$ cat src/rtl/tff_stream_pkg.sv
// Shared types and constants for the word-serial T-flip-flop stream controller.
package tff_stream_pkg;

   // Default word width in bits.
   localparam int unsigned TffDefaultW = 8;

   // Controller states.
   typedef enum logic [1:0] {
      StIdle  = 2'd0,
      StShift = 2'd1,
      StDone  = 2'd2
   } tff_state_e;

endpackage

$ cat src/rtl/tff_step_core.sv
// Two-T-flip-flop sequential machine: state bits A, B; input x; output y = A ^ B.
// Steps only when step is high; clear forces A = B = 0 and wins over step.
module tff_step_core (
   input  logic clk,
   input  logic reset_n,
   input  logic x,
   input  logic step,
   input  logic clear,
   output logic a,
   output logic b,
   output logic y
);

   logic a_q, b_q;
   logic t_a, t_b;

   // Toggle inputs and output from the current (pre-edge) state.
   always_comb begin
      t_a = (~a_q & x) | (b_q & ~x);
      t_b = (a_q & ~b_q) | (~a_q & x);
      y   = a_q ^ b_q;
   end

   // State bits: asynchronous reset, synchronous clear, toggle on step.
   always_ff @(posedge clk or negedge reset_n) begin
      if (!reset_n) begin
         a_q <= 1'b0;
         b_q <= 1'b0;
      end else if (clear) begin
         a_q <= 1'b0;
         b_q <= 1'b0;
      end else if (step) begin
         a_q <= a_q ^ t_a;
         b_q <= b_q ^ t_b;
      end
   end

   assign a = a_q;
   assign b = b_q;

endmodule

$ cat src/rtl/tff_stream_ctrl.sv
// Word-serial controller: accepts a W-bit word, feeds it MSB-first into the
// T-flip-flop machine one bit per clock, collects the y stream and returns it
// with the final machine state.
module tff_stream_ctrl
   import tff_stream_pkg::*;
#(
   parameter int unsigned W = TffDefaultW
) (
   input  logic         clk,
   input  logic         reset_n,
   input  logic         in_valid,
   output logic         in_ready,
   input  logic [W-1:0] in_data,
   input  logic         in_clr,
   output logic         out_valid,
   input  logic         out_ready,
   output logic [W-1:0] out_data,
   output logic [1:0]   out_state,
   output logic         busy
);

   localparam int unsigned CntW = $clog2(W);

   tff_state_e      state_q, state_d;
   logic [CntW-1:0] cnt_q, cnt_d;
   logic [W-1:0]    sreg_q, sreg_d;
   logic [W-1:0]    res_q, res_d;

   logic core_x, core_step, core_clear;
   logic core_a, core_b, core_y;

   tff_step_core u_core (
      .clk     (clk),
      .reset_n (reset_n),
      .x       (core_x),
      .step    (core_step),
      .clear   (core_clear),
      .a       (core_a),
      .b       (core_b),
      .y       (core_y)
   );

   // The machine always sees the MSB of the input shift register.
   assign core_x = sreg_q[W-1];

   // Next-state, datapath updates and pure state-decoded handshake outputs.
   always_comb begin
      state_d    = state_q;
      cnt_d      = cnt_q;
      sreg_d     = sreg_q;
      res_d      = res_q;
      core_step  = 1'b0;
      core_clear = 1'b0;
      in_ready   = 1'b0;
      out_valid  = 1'b0;
      busy       = 1'b0;
      unique case (state_q)
         StIdle: begin
            in_ready = 1'b1;
            if (in_valid) begin
               sreg_d     = in_data;
               cnt_d      = CntW'(W - 1);
               core_clear = in_clr;
               state_d    = StShift;
            end
         end
         StShift: begin
            busy      = 1'b1;
            core_step = 1'b1;
            sreg_d    = {sreg_q[W-2:0], 1'b0};
            res_d     = {res_q[W-2:0], core_y};
            if (cnt_q == '0) begin
               state_d = StDone;
            end else begin
               cnt_d = cnt_q - CntW'(1);
            end
         end
         StDone: begin
            busy      = 1'b1;
            out_valid = 1'b1;
            if (out_ready) begin
               state_d = StIdle;
            end
         end
         default: begin
            state_d = StIdle;
         end
      endcase
   end

   // State and datapath registers.
   always_ff @(posedge clk or negedge reset_n) begin
      if (!reset_n) begin
         state_q <= StIdle;
         cnt_q   <= '0;
         sreg_q  <= '0;
         res_q   <= '0;
      end else begin
         state_q <= state_d;
         cnt_q   <= cnt_d;
         sreg_q  <= sreg_d;
         res_q   <= res_d;
      end
   end

   assign out_data  = res_q;
   assign out_state = {core_a, core_b};

endmodule
$ cat config.mk
export PLATFORM = sky130hd
export DESIGN_NAME = tff_stream_ctrl
export DESIGN_NICKNAME = d
export VERILOG_FILES = /design/src/rtl/tff_stream_pkg.sv /design/src/rtl/tff_step_core.sv /design/src/rtl/tff_stream_ctrl.sv
export SDC_FILE = /design/constraint.sdc
export NUM_CORES = 1
export LEC_CHECK = 0
export BUFFER_PORTS_ARGS = -buffer_cell sky130_fd_sc_hd__clkbuf_2
export CAP_MARGIN = 15
export CORE_UTILIZATION = 53
export DETAILED_ROUTE_END_ITERATION = 6
export PLACE_DENSITY = 0.78
export SYNTH_ARGS = -nofsm -noshare
export SYNTH_HDL_FRONTEND = slang
export SYNTH_HIERARCHICAL = 1
export SYNTH_SLANG_ARGS = --single-unit
$ cat constraint.sdc
create_clock -name clk -period 1.8 [get_ports clk]
set_input_delay 0.09 -clock clk [delete_from_list [all_inputs] [get_ports clk]]
set_output_delay 0.09 -clock clk [all_outputs]
set_load 0.01 [all_outputs]
==> flow_metrics.tcl <==
set metrics [dict create \
    grt_max_degree 24 \
    insertion_delay_ps 310 \
    crit_type "flop to flop" \
    seq_area_um2 576 \
    tightest_slew_ps 530 \
    crit_top_cell "inv_1" \
    gp_congestion 0.732 \
    dieHeight_um 50.7 \
    portBuffers 25 \
    vdd_drop_max_v 0.00109 \
    cp_cell_sequence "inv_1, ha_1, ha_2, inv_1, a221oi_2, mux2_2" \
    cp.depth 6 \
    powerDensity_nw_per_um2 1810 \
    min_period_ps 1680 \
    synth-seq-cells 23 \
    post-route-period-util 0.932 \
    skew_ps 4.08 \
    grt_pass1_vias 881 \
    nets 162 \
    drt_pass1_iterations 4 \
    crit_family "flip-flops" \
    overflow 0 \
    die_x_um 50.7 \
    multi_input_area_um2 584 \
    rsz0062_at_grt "no" \
    setup-tns-final_ps 0 \
    cts.sinks 23 \
    worstSetupStartpoint "cnt_q[1]" \
    antenna_cells 0 \
    grt_usage 0.215 \
    r2r-start "cnt_q[1]" \
    reg2reg_to "state_q[1]" \
    p_leak_nw 0.694 \
    clkTransAtPathRegs_ps 120 \
    numCtsBuffers 3 \
    io_pins 26 \
    cp-start-kind "flop" \
    n_fill_cell 181 \
    clk_path_buf_depth 2 \
    ant_nets 0 \
    combPwrFrac 0.537 \
    synth_warnings 6 \
    setup_violations 0 \
    crit_path_end "state_q[1]" \
    crit_fanout 5 \
    dpl.cell_count 164 \
    required_ps 2010 \
    power.share.sequential 0.373 \
    routed_wl_mm 2.23 \
    post_drt_wl_per_cell_um 13.1 \
    synthToLayoutAreaGrowth_pct 14.5 \
    syn-num-nets 134 \
    drt-initial-drc-count 14 \
    fin_cells 170 \
    path_buf_inv 2 \
    reg2reg_slack_ps 120 \
    rows 17 \
    cap_violations 0 \
    synthDistinctLibCells 28 \
    p_sw_mw 1.02 \
    min-delay-start "in_clr" \
    syn_area_per_cell_um2 10.9 \
    reg2reg_depth 6 \
    critPathCaptureType "flop" \
    relSlewSlack 0.646 \
    hold_viol 0 \
    yosysSeqAreaShare 0.459 \
    grt_pass1_wl_mm 4.01 \
    cts-root-buf "clkbuf_4" \
    worstPathArrival_ps 1890 \
    initial_core_util 0.567 \
    dieArea_um2 2570 \
    cts_max_level 1 \
    slew_violations 0 \
    p_int_mw 1.57 \
    vias 935 \
    routed_via_density 5.50 \
    worstHoldPathType "input pin to flop" \
    cts_tree "yes" \
    crit_path_max_incr_delay_ps 410 \
    switching_share 0.394 \
    syn_area_um2 1250 \
    p_clk_frac 0.090 \
    core_um2 2210 \
    cp_slowest_cell "dfrtp_1" \
    antenna_found_initial 0 \
    drc_errors 0 \
    status "finished clean" \
    drive_gt1_frac 0.366 \
    max_freq_mhz 596 \
    detailed_place_hpwl_mm 1.67 \
    synthCells 115 \
]
[power by group through the flow]
stage	clock network (mW)	logic [mW]	registers (mW)
finish	0.234	1.39	0.967
global route	0.265	1.55	1.01
CTS	0.247	1.38	0.969
detailed placement	0	1.38	0.979
global placement	0	1.32	0.960
floorplan	0	1.04	0.980
[tightest hold or removal path: stages]
cell and delay, ps:
clkbuf_2 70, and3_1 170, a211oi_2 40
[kinds of logic after synthesis]
| family | share of synthesized area |
|---|---|
| fa+ha+maj | 0.0598 |
| compound gates | 0.150 |
| flops | 0.459 |
| mux | 0.0987 |
| simple gates | 0.149 |
| xor+xnor | 0.00698 |
| buf+inv | 0.0778 |
[layer usage]
layer | GRT usage | part of all wire | wire (µm)
met5 | 0 | 0 | 0
met4 | 0.0972 | 0.022 | 50
met2 | 0.356 | 0.48 | 1070
met3 | 0.0545 | 0.053 | 119
met1 | 0.262 | 0.44 | 992
[worst min-delay path by stage]
stage,end,cells after the start
finish,u_core/a,3
global route,u_core/a,3
CTS,u_core/a,3
detailed placement,out_data[1],1
global placement,out_data[0],1
floorplan,cnt_q[0],0
[flip-flops by register name, indices dropped and copies added, names as in the netlist]
signal and flops:
state_q 2, sreg_q 8, cnt_q 3, out_data 8
u_core/a 1, u_core/b 1
[area by class of cell]
class,instances,area share
Clock buffer,3,0.0157
Clock inverter,1,0.00348
Inverter,9,0.0235
Multi-Input combinational cell,74,0.407
Sequential cell,23,0.401
Tap cell,28,0.0244
Timing Repair Buffer,32,0.125
[metrics by stage]
| stage | instance area, µm² | setup WS [ps] | utilization | hold slack [ps] | power, mW |
|---|---|---|---|---|---|
| after global placement | 1390 | 166 | 0.628 | 103 | 2.28 |
| after detailed placement | 1390 | 80.0 | 0.628 | 97.2 | 2.36 |
| after global routing | 1440 | 2.98 | 0.649 | 97.1 | 2.82 |
| final | 1440 | 123 | 0.649 | 84.3 | 2.59 |
| after CTS | 1430 | 52.8 | 0.645 | 71.5 | 2.60 |
| after floorplan | 1250 | 187 | - | -206 | 2.02 |
[what timing repair did]
action                                 4_1_cts  5_1_grt
setup endpoints to repair                    0        2
resized for setup                            0        1
endpoints found under the hold margin       23        0
setup buffers                                0        1
hold buffers                                 1        0
[Yosys cell counts]
cell,number,area share
dfrtp_1,23,0.46
mux2_2,11,0.099
nand2b_1,10,0.050
a21oi_1,9,0.036
inv_1,9,0.027
nand3_1,7,0.028
a221o_1,6,0.048
ha_1,6,0.060
nor2_1,4,0.012
buf_2,3,0.012
buf_4,3,0.018
a211oi_2,2,0.020
and4b_1,2,0.016
buf_6,2,0.018
nand2_1,2,0.0060
nor3_1,2,0.0080
o21ai_1,2,0.0080
o22ai_1,2,0.010
a221oi_2,1,0.012
and3_1,1,0.0050
clkbuf_1,1,0.0030
nor2b_1,1,0.0050
nor2b_4,1,0.011
nor3_2,1,0.0080
o21a_1,1,0.0060
o21ai_0,1,0.0040
o21bai_1,1,0.0060
xor2_1,1,0.0070
[cell usage in the layout, fill, tap and decap left out, drive strengths merged]
master / n
dlygate4sd3: 1
nor2: 4
and4b: 2
dfrtp: 23
o21bai: 1
nand3: 7
and3: 1
clkinv: 1
mux2: 11
a211oi: 2
buf: 6
o22ai: 2
xor2: 1
nor2b: 2
ha: 6
clkbuf: 28
nor3: 3
a221o: 6
nand2b: 10
o21a: 1
o21ai: 3
inv: 9
a21oi: 9
a221oi: 1
nand2: 2
Power figures use the tool's default switching activity.
